<file path="config.mk">
export PLATFORM = sky130hd
export DESIGN_NAME = ides4_bitslip_align
export DESIGN_NICKNAME = d
export VERILOG_FILES = /design/src/rtl/ides4_bitslip_align.sv
export SDC_FILE = /design/constraint.sdc
export NUM_CORES = 1
export LEC_CHECK = 0
export CORE_ASPECT_RATIO = 0.8
export CORE_MARGIN = 5
export CORE_UTILIZATION = 46
export DETAILED_ROUTE_END_ITERATION = 6
export PLACE_DENSITY = 0.72
export RECOVER_POWER = 100
export SYNTH_ARGS = -nofsm -noshare
export SYNTH_HDL_FRONTEND = slang
export SYNTH_SLANG_ARGS = --single-unit
export TNS_END_PERCENT = 1
</file>
<file path="constraint.sdc">
create_clock -name PCLK -period 1.5 [get_ports PCLK]
set_clock_uncertainty 0.1 [all_clocks]
set_input_delay 0.3 -clock PCLK [delete_from_list [all_inputs] [get_ports PCLK]]
set_output_delay 0.3 -clock PCLK [all_outputs]
set_load 0.1 [all_outputs]
</file>
<file path="src/rtl/ides4_bitslip_align.sv">
// Word-alignment controller behind the IDES4 4:1 deserializer: bit-slips until q_in shows PATTERN, then locks.
// Optional `define IDES4_ALIGN_SLIPCNT_EN adds slip_count/rotation diagnostic outputs.
module ides4_bitslip_align #(
  parameter logic [3:0] PATTERN       = 4'b1100,
  parameter int         SETTLE_CYCLES = 4,
  parameter int         MATCH_COUNT   = 16,
  parameter int         MAX_SLIPS     = 8
) (
  input  logic       PCLK,
  input  logic       RESET,
  input  logic       start,
  input  logic [3:0] q_in,
  output logic       CALIB,
  output logic       locked,
  output logic       fail,
  output logic [3:0] dout,
  output logic       dout_valid
`ifdef IDES4_ALIGN_SLIPCNT_EN
  ,
  output logic [3:0] slip_count,
  output logic [1:0] rotation
`endif
);

  localparam int SW = $clog2(SETTLE_CYCLES + 1);
  localparam int MW = $clog2(MATCH_COUNT + 1);
  localparam int PW = $clog2(MAX_SLIPS + 1);

  typedef enum logic [2:0] {
    S_IDLE,
    S_SETTLE,
    S_CHECK,
    S_SLIP,
    S_LOCKED,
    S_FAIL
  } state_e;

  state_e        state_q, state_d;
  logic [SW-1:0] settle_q, settle_d;
  logic [MW-1:0] match_q, match_d;
  logic [PW-1:0] slip_q, slip_d;
  logic          calib_q, locked_q, fail_q, dout_valid_q;
  logic [3:0]    dout_q;

  always_comb begin
    // NOTE: every variable gets a default before any branch, so no path can infer a latch.
    state_d  = state_q;
    settle_d = settle_q;
    match_d  = match_q;
    slip_d   = slip_q;
    if (start) begin
      state_d  = S_SETTLE;
      settle_d = '0;
      match_d  = '0;
      slip_d   = '0;
    end else begin
      case (state_q)
        S_IDLE: ;
        S_SETTLE: begin
          // q_in is still flushing through the deserializer here and is ignored
          if (settle_q >= SW'(SETTLE_CYCLES - 1)) begin
            settle_d = '0;
            state_d  = S_CHECK;
          end else begin
            settle_d = settle_q + 1'b1;
          end
        end
        S_CHECK: begin
          if (q_in == PATTERN) begin
            if (match_q < MW'(MATCH_COUNT)) match_d = match_q + 1'b1;
            if (match_q >= MW'(MATCH_COUNT - 1)) state_d = S_LOCKED;
          end else begin
            match_d = '0;
            state_d = (slip_q < PW'(MAX_SLIPS)) ? S_SLIP : S_FAIL;
          end
        end
        S_SLIP: begin
          if (slip_q < PW'(MAX_SLIPS)) slip_d = slip_q + 1'b1;
          state_d = S_SETTLE;
        end
        S_LOCKED: ;
        S_FAIL: ;
        default: state_d = S_IDLE;
      endcase
    end
  end

  always_ff @(posedge PCLK) begin
    if (RESET) begin
      state_q      <= S_IDLE;
      settle_q     <= '0;
      match_q      <= '0;
      slip_q       <= '0;
      calib_q      <= 1'b0;
      locked_q     <= 1'b0;
      fail_q       <= 1'b0;
      dout_q       <= 4'b0000;
      dout_valid_q <= 1'b0;
    end else begin
      // NOTE: non-blocking assignments so every flop samples pre-edge values.
      state_q      <= state_d;
      settle_q     <= settle_d;
      match_q      <= match_d;
      slip_q       <= slip_d;
      // Outputs decode the next state, so each is high exactly while its state is current
      calib_q      <= (state_d == S_SLIP);
      locked_q     <= (state_d == S_LOCKED);
      fail_q       <= (state_d == S_FAIL);
      dout_q       <= q_in;
      dout_valid_q <= !start && (state_q == S_LOCKED);
    end
  end

  assign CALIB      = calib_q;
  assign locked     = locked_q;
  assign fail       = fail_q;
  assign dout       = dout_q;
  assign dout_valid = dout_valid_q;

`ifdef IDES4_ALIGN_SLIPCNT_EN
  logic [3:0] slip_ext_d;
  logic [1:0] rotation_q;

  assign slip_ext_d = 4'(slip_d);

  // Rotation follows the slip count during training and freezes once locked
  always_ff @(posedge PCLK) begin
    if (RESET) begin
      rotation_q <= 2'b00;
    end else if (start || state_q != S_LOCKED) begin
      rotation_q <= slip_ext_d[1:0];
    end
  end

  assign slip_count = 4'(slip_q);
  assign rotation   = rotation_q;
`endif

endmodule

</file>
==> flow_metrics.tcl <==
set metrics [dict create \
    min_from "match_q[3]$_SDFFE_PP0P_" \
    cap_viol_max_count 0 \
    yosysTopAreaCell "dfxtp_1" \
    num_rows 15 \
    arrival_ns 1.69 \
    syn_area_per_cell_sq_um 9.71 \
    cts_tree "built" \
    fin_ws_ns -0.0689 \
    p_leak_nw 0.563 \
    numPortBuffers 14 \
    syn_area_sq_mm 0.00101 \
    vias 870 \
    cp-end-kind "register" \
    dr.pass1.iters 4 \
    cp_common_cell "buf_4" \
    nets 148 \
    fin_crit_ns 1.57 \
    cp_max_fo 9 \
    synth_fp_nets 116 \
    gp_congestion 0.853 \
    syn_to_final_growth_pct 49.9 \
    path_clk_slew_ns 0.12 \
    final_cells 160 \
    diodes 0 \
    violations "setup timing" \
    ys_seq_elements 23 \
    drc_errors 0 \
    cp-start-kind "primary input" \
    antenna_found_initial 0 \
    reg2reg_slack_ns -0.06 \
    fp.dieH_microns 51.9 \
    rr_endpoint "state_q[0]$_SDFF_PP0_" \
    cpMaxStageDelayCell "clkdlybuf4s50_1" \
    finalSetupViolations 6 \
    wl_microns 2360 \
    synth-edff-count 0 \
    worst_r2r_path_depth 7 \
    vdd_ir_drop_max_uv 667 \
    clock_sinks 23 \
    grt_start_max_net_pins 13 \
    dieArea_sq_mm 0.00324 \
    drt-initial-drc-count 36 \
    cts_buffers 3 \
    rsz0062_at_grt "yes" \
    r2r_start "settle_q[1]$_SDFFE_PP0P_" \
    coreArea_sq_mm 0.00212 \
    path_cells "clkdlybuf4s50_1 > nand4bb_1 > buf_4 > o21ai_1 > a22oi_2 > buf_4 > o21ba_2" \
    wl_per_cell_microns 14.8 \
    cpLargestDelayFamily "buffers and inverters" \
    die_w_microns 62.4 \
    fmax_ghz 0.637 \
    dp_cells 154 \
    whs_path_depth 2 \
    htree_levels 1 \
    drive_gt1_frac 0.385 \
    grt_pass1_wl_microns 3880 \
    hold_viol_final 0 \
    synth.distinct_cells 37 \
    powerDensity_mw_per_mm2 700 \
    ys_seq_area_frac 0.456 \
    synth_top_area_share 0.456 \
    drtAntennaViolNets 0 \
    global_route.usage.total 0.156 \
    path_buf_inv 3 \
    fin_crit_sh 1.05 \
    syn-instance-count 104 \
    grt_overflow 0 \
    viasPerCell 5.44 \
    worst_pin_slew_ns 0.299 \
    start_util 0.476 \
    hold_path_end "match_q[3]$_SDFFE_PP0P_" \
    synthTopCellsByCount "dfxtp_1, nor2_1, ha_1, nor2b_1, o21ai_0" \
    power.total_mw 1.06 \
    path_class "in -> reg" \
    cts.path.max_buffers 2 \
    yosysWarnings 0 \
    max_stage_delay_ns 0.41 \
    hpwl_microns 1620 \
    status "complete, but fails checks" \
    required_ns 1.62 \
    holdWs_ns 0.398 \
    cts_root_buf "clkbuf_4" \
    hold_buffers 0 \
    synth.most_common_cell "dfxtp_1" \
    drv_slew 0 \
    place_ws_ns -0.344 \
    hp-class "reg -> reg" \
    insertion_delay_ns 0.32 \
    ys.flop_type "dfxtp_1" \
    synth_area_leaders "dfxtp_1, ha_1, nor2_1" \
    grt_pass1_vias 850 \
    relSlewSlack 0.799 \
    ys_async_sr_fraction 0 \
    ios 15 \
]
## final cells by class
type                            count  area, sq um
Sequential cell                    23          469
Fill cell                         157          607
Tap cell                           25         31.3
Multi-Input combinational cell     76          639
Inverter                            2         7.51
Timing Repair Buffer               30          340
Clock buffer                        4         26.3
## kinds of logic (layout without fill, tap and decap cells)
logic type | after synthesis | count (layout) | share of synthesized area
compound gates | 21 | 21 | 0.141
xor+xnor | 2 | 2 | 0.0174
fa+ha+maj | 5 | 5 | 0.0620
buf+inv | 5 | 36 | 0.0198
flops | 23 | 23 | 0.456
mux | 2 | 2 | 0.0198
simple gates | 46 | 46 | 0.284
## timing repair
item | 4_1_cts | 5_1_grt
buffers inserted | 1 | 1
endpoints found under the setup margin | 9 | 13
gates resized for setup | 11 | 6
pin swaps | 11 | 4
cloned | 0 | 0
## metrics by stage
stage / TNS, ns / area (sq um) / util
floorplan: 0 / 1040 / -
global placement: -2.61 / 1390 / 0.654
detailed placement: -3.26 / 1390 / 0.654
CTS: -0.180 / 1490 / 0.703
global route: -0.825 / 1510 / 0.714
finish: -0.203 / 1510 / 0.714
## layer usage
layer / GRT usage / up-vias / part of all wire
li1: - / 435 / -
met1: 0.183 / 397 / 0.45
met2: 0.245 / 32 / 0.46
met3: 0.0713 / 6 / 0.073
met4: 0.0671 / 0 / 0.022
met5: 0 / - / 0
## sequential cells by signal (all words and copies together) (netlist names)
register / count
dout: 4
dout_valid: 1
settle_q: 3
state_q: 3
locked: 1
match_q: 5
fail: 1
CALIB: 1
slip_q: 4
## worst max path at each step
stage / start / end / cells after the start
finish: q_in[0] / state_q[0]$_SDFF_PP0_ / 7
global route: settle_q[1]$_SDFFE_PP0P_ / state_q[0]$_SDFF_PP0_ / 7
CTS: settle_q[1]$_SDFFE_PP0P_ / CALIB$_SDFF_PP0_ / 6
detailed placement: q_in[0] / fail$_SDFF_PP0_ / 6
global placement: q_in[0] / state_q[0]$_SDFF_PP0_ / 6
floorplan: settle_q[0]$_SDFFE_PP0P_ / CALIB$_SDFF_PP0_ / 6
## tightest hold or removal path, cell delays in order (launching register included)
cell and delay (ns):
dfxtp_1 0.35, nand2_1 0.06, a21oi_1 0.05
## layout by cell type, fill, tap and decap left out, types with 2 or more instances in the layout
| cell type | Yosys | layout |
|---|---|---|
| nor3b_2 | 1 | 2 |
| nor2_1 | 14 | 13 |
| nor3b_4 | 1 | 2 |
| nand3b_1 | 2 | 2 |
| nor3_1 | 3 | 2 |
| mux2i_1 | 2 | 2 |
| nand2b_1 | 3 | 3 |
| a21oi_1 | 4 | 4 |
| a22oi_1 | 3 | 2 |
| and2b_1 | 2 | 2 |
| inv_1 | 2 | 2 |
| o21ai_0 | 5 | 3 |
| nand2_1 | 4 | 4 |
| o21ai_1 | 0 | 2 |
| buf_4 | 0 | 16 |
| clkdlybuf4s50_1 | 0 | 6 |
| clkbuf_4 | 0 | 3 |
| buf_12 | 0 | 8 |
| ha_4 | 0 | 4 |
| or3b_1 | 2 | 2 |
| dfxtp_1 | 23 | 16 |
| nor2b_1 | 5 | 5 |
| dfxtp_2 | 0 | 7 |
## power breakdown
part / switching, mW / internal [mW] / total (mW)
combinational: 0.0767 / 0.0622 / 0.139
clock: 0.185 / 0.104 / 0.289
sequential: 0.0106 / 0.620 / 0.631
No activity file was read; power rests on OpenSTA's default activity.
==> RTL change 1: new RTL, same flow settings <==
The option `IDES4_ALIGN_SLIPCNT_EN` is turned on by a define.
--- a/src/rtl/ides4_bitslip_align.sv
+++ b/src/rtl/ides4_bitslip_align.sv
@@ -2,2 +2,4 @@
 // Optional `define IDES4_ALIGN_SLIPCNT_EN adds slip_count/rotation diagnostic outputs.
+`define IDES4_ALIGN_SLIPCNT_EN
+
 module ides4_bitslip_align #(
Behaviour (old outputs only; new: rotation and slip_count): unchanged (equiv_simple and equiv_induct, registers matched by name and starting in step).
==> RTL change 1 against the unedited design <==
The run still ends with negative setup slack left; final area up 6.2%; worst setup slack worse by 0.070 ns; final cell count up 8.8%; sequential share of layout area up 0.99 points; sequential cell count up 2; area after synthesis up 6.2%; utilization up 1.8 points; total power up 6.5%; wire length up 15%; critical path type unchanged; critical endpoint is now rotation[0]; largest cell class unchanged.
==> RTL change 1: results (changes against the unedited design) <==
Status
  – Outcome: finished with violations (unchanged)
  – Failing checks: negative setup slack (unchanged)

Layout
  – # nets final: 162 (was 148)
  – Ratio of cells with drive above 1 in the final layout: 43.6% (was 38.5%)

Setup path
  – CP Max Fanout: 15 (was 9)
  – CP max-delay cell: dlygate4sd3_1 (was clkdlybuf4s50_1)
  – Slowest Stage Delay on Critical Path: 0.55 ns (was 0.41 ns)
  – Reg2reg path depth: 6 (was 7)

Global routing
  – Grt met3 use: 4.67% (was 7.13%)
  – Pin count of the biggest net entering global routing: 16 (was 13)
  – Vias in the first global route: 958 (was 850)
  – First-pass GRT wire length: 4.41 mm (was 3.88 mm)

Route
  – Vias: 951 (was 870)
  – WL/cell: 15.7 um (was 14.8 um)
  – Post-Route WL: 2.73 mm (was 2.36 mm)
  – Metal2 WL: 1.35 mm (was 1.08 mm)

Yosys
  – Synthesized instance count: 108 (was 104)
  – Adder-cell area share of the yosys netlist: 5.83% (was 6.20%)
  – Syn Nets: 120 (was 116)

Hold path
  – Critical hold path startpoint: rotation[1] (was match_q[3])
  – Hold Path End: rotation[1] (was match_q[3])
  – Hold Crit Depth: 1 (was 2)

STA
  – Final worst slack: -0.139 ns (was -0.0689 ns)
  – Endpoints failing setup: 12 (was 6)
  – Hold slack: 0.405 ns (was 0.398 ns)

Pwr
  – VDD IR max: 666 uV (was 667 uV)

Place
  – GP Congestion: 0.814 (was 0.853)
  – Placed Cells: 169 (was 154)
  – Input/output buffers: 20 (was 14)
  – Dpl cell area: 1590 um2 (was 1390 um2)
  – Pre-CTS setup slack: -0.385 ns (was -0.344 ns)
[RTL change 1: logic make-up (layout without fill, tap and decap cells)]
family / after synthesis / after routing
AOI/OAI and AO/OA: 19 / 19
xor gates and xnor gates: 2 / 2
adders and majority gates: 5 / 5
buffers and inverters: 8 / 49
DFF: 25 / 25
muxes: 3 / 3
and+or+nand+nor: 46 / 46
[RTL change 1: worst max-delay path, delay by kind of cell]
kind,cells,cell delay [ns]
buffers and inverters,2,0.82
and+or+nand+nor,2,0.55
AOI/OAI and AO/OA,1,0.14
[RTL change 1: worst max-delay path by stage]
stage             endpoint  slack, ns  depth (start not counted)
6_report       rotation[0]      -0.14                          5
5_1_grt             locked      -0.21                          6
4_1_cts              CALIB      -0.14                          7
3_5_place_dp        locked      -0.39                          5
3_3_place_gp        locked      -0.34                          5
2_1_floorplan       locked      -0.10                          6
[RTL change 1: layout make-up]
type / count / area [um2]
well taps: 25 / 31.3
clock inverters: 1 / 7.51
inverters: 4 / 15.0
flip-flops and latches: 25 / 514
multi-input cells: 75 / 659
fillers: 159 / 588
repair buffers: 41 / 358
clock buffers: 3 / 22.5
[RTL change 1: repair_timing]
action	4_1_cts	5_1_grt
hold buffers	0	0
setup endpoints to repair	14	15
gates cloned	0	0
pin swaps	6	6
gates resized for setup	17	10
buffers inserted	0	1
[RTL change 1: power groups by stage]
stage          combinational [W]  clock, W  sequential, W
3_3_place_gp            0.000140         0       0.000696
3_5_place_dp            0.000142         0       0.000697
5_1_grt                 0.000136  0.000361       0.000679
2_1_floorplan          0.0000345         0       0.000736
6_report                0.000130  0.000321       0.000678
4_1_cts                 0.000146  0.000317       0.000682
==> RTL change 2: new RTL, config.mk and constraints unchanged <==
Made on the original files. `dout_q` no longer has a reset.
--- a/src/rtl/ides4_bitslip_align.sv
+++ b/src/rtl/ides4_bitslip_align.sv
@@ -96,3 +96,2 @@
       fail_q       <= 1'b0;
-      dout_q       <= 4'b0000;
       dout_valid_q <= 1'b0;
@@ -108,5 +107,8 @@
       fail_q       <= (state_d == S_FAIL);
-      dout_q       <= q_in;
       dout_valid_q <= !start && (state_q == S_LOCKED);
     end
+  end
+
+  always_ff @(posedge PCLK) begin
+    dout_q <= q_in;
   end
Check against the original RTL: not equivalent (Yosys sat finds a counterexample within 4 cycles, from zero or initial values and one cycle with RESET high).
==> RTL change 2 against the unedited design <==
The flow still finishes with violations (negative setup slack); combinational power shrank 4%; total power shrank 1.3%; sequential cell count is the same; hold slack lost 0.21 ns; synthesized cell count shrank 0.96%; area after synthesis shrank 2.2%; wire length shrank 8.3%; final cell count shrank 0.63%; worst setup slack lost 0.021 ns; clock power shrank 3%; critical path type is now register to register; final area shrank 0.74%.
==> RTL change 2: results (changes against the unedited design) <==
Setup path
  – CP max-delay cell: dfxtp_2 (was clkdlybuf4s50_1)
  – Reg2reg path depth: 6 (was 7)
  – Slowest Stage Delay on Critical Path: 0.36 ns (was 0.41 ns)
  – CP delay by family, top: compound AO/OA/AOI/OAI gates (was buffers and inverters)
  – CP Max Fanout: 4 (was 9)

Place
  – Dpl cell area: 1410 um2 (was 1390 um2)
  – Pre-CTS setup slack: -0.366 ns (was -0.344 ns)
  – GP Congestion: 0.822 (was 0.853)
  – Post-DP HPWL: 1.57 mm (was 1.62 mm)

Hold path
  – Hold Crit Depth: 1 (was 2)
  – Hold Path Class: primary input to register (was register to register)

Global routing
  – Pin count of the biggest net entering global routing: 14 (was 13)
  – Initial antenna violation count: 0 (unchanged)
  – Vias in the first global route: 772 (was 850)
  – First-pass GRT wire length: 3.31 mm (was 3.88 mm)
  – GRT Util Overall: 14.1% (was 15.6%)

Yosys
  – Number of distinct library cells after synthesis: 36 (was 37)
  – Synth top cells by count: 23 x dfxtp_1, 13 x nor2_1, 9 x a21oi_1 (was 23 x dfxtp_1, 14 x nor2_1, 5 x ha_1, 5 x nor2b_1, 5 x o21ai_0)
  – Syn Nets: 115 (was 116)
  – Synth area leaders: dfxtp_1 47%, ha_1 6.3%, nor2_1 4.9% (was dfxtp_1 46%, ha_1 6.2%, nor2_1 5.2%)
  – Sequential element share of the synthesized area: 46.6% (was 45.6%)

STA
  – Final worst slack: -0.0896 ns (was -0.0689 ns)
  – Post-route setup TNS: -0.167 ns (was -0.203 ns)
  – Endpoints failing setup: 3 (was 6)

Route
  – Vias: 848 (was 870)
  – Initial DRC Count: 27 (was 36)
  – WL/cell: 13.6 um (was 14.8 um)
  – Met1 Wirelength: 929 um (was 1.06 mm)
  – DR WL met3: 147 um (was 173 um)

Clock tree
  – Post-CTS Setup Inserts: 0 (was 1)

Status
  – Outcome: finished with violations (unchanged)
  – Failing checks: negative setup slack (unchanged)

Pwr
  – Static Leakage: 0.562 nW (was 0.563 nW)
  – VDD IR max: 671 uV (was 667 uV)

Layout
  – # nets final: 147 (was 148)
  – Ratio of cells with drive above 1 in the final layout: 38.8% (was 38.5%)
RTL change 2: cells by family (layout without fill, tap and decap cells):
family          after synthesis  in the layout  share of synthesized area [%]
compound gates               20             20                           13.1
flops                        23             23                           46.6
xor+xnor                      2              2                           1.77
buf+inv                       9             40                           3.80
simple gates                 42             42                           26.4
fa+ha+maj                     5              5                           6.34
mux                           2              2                           2.03
RTL change 2: worst paths after layout:
check | startpoint | to | slack, ns
max | settle_q[0] | locked | -0.09
min | q_in[0] | dout[0] | 0.19
max reg2reg | settle_q[0] | locked | -0.09
min reg2reg | slip_q[2] | slip_q[2] | 0.44
RTL change 2: what timing repair did:
item / in CTS / in global routing
setup endpoints to repair: 7 / 13
resized for setup: 5 / 12
pin swaps: 4 / 2
RTL change 2: area by class of cell:
type,instances,area [um2]
clock inverters,1,5.00
inverters,5,18.8
flip-flops and latches,23,467
multi-input cells,71,611
well taps,25,31.3
clock buffers,3,22.5
repair buffers,31,348
fillers,168,599
RTL change 2: layer usage:
layer  vias to the layer above  GRT usage [%]
met5                         -              0
met2                        24           24.0
met1                       394           16.4
met4                         0           2.47
li1                        428              -
met3                         2           6.06
RTL change 2: per-stage QoR:
| step | power (W) | std cells | hold slack, ns |
|---|---|---|---|
| after floorplan | 0.000716 | 103 | 0.228 |
| after global placement | 0.000772 | 155 | 0.398 |
| after detailed placement | 0.000773 | 155 | 0.407 |
| after CTS | 0.00105 | 159 | 0.378 |
| after global routing | 0.00109 | 159 | 0.198 |
| final | 0.00105 | 159 | 0.187 |
RTL change 2: power by group:
part	switching, W	internal, W
clock	0.000182	0.0000996
sequential	0.0000114	0.000621
combinational	0.0000753	0.0000574
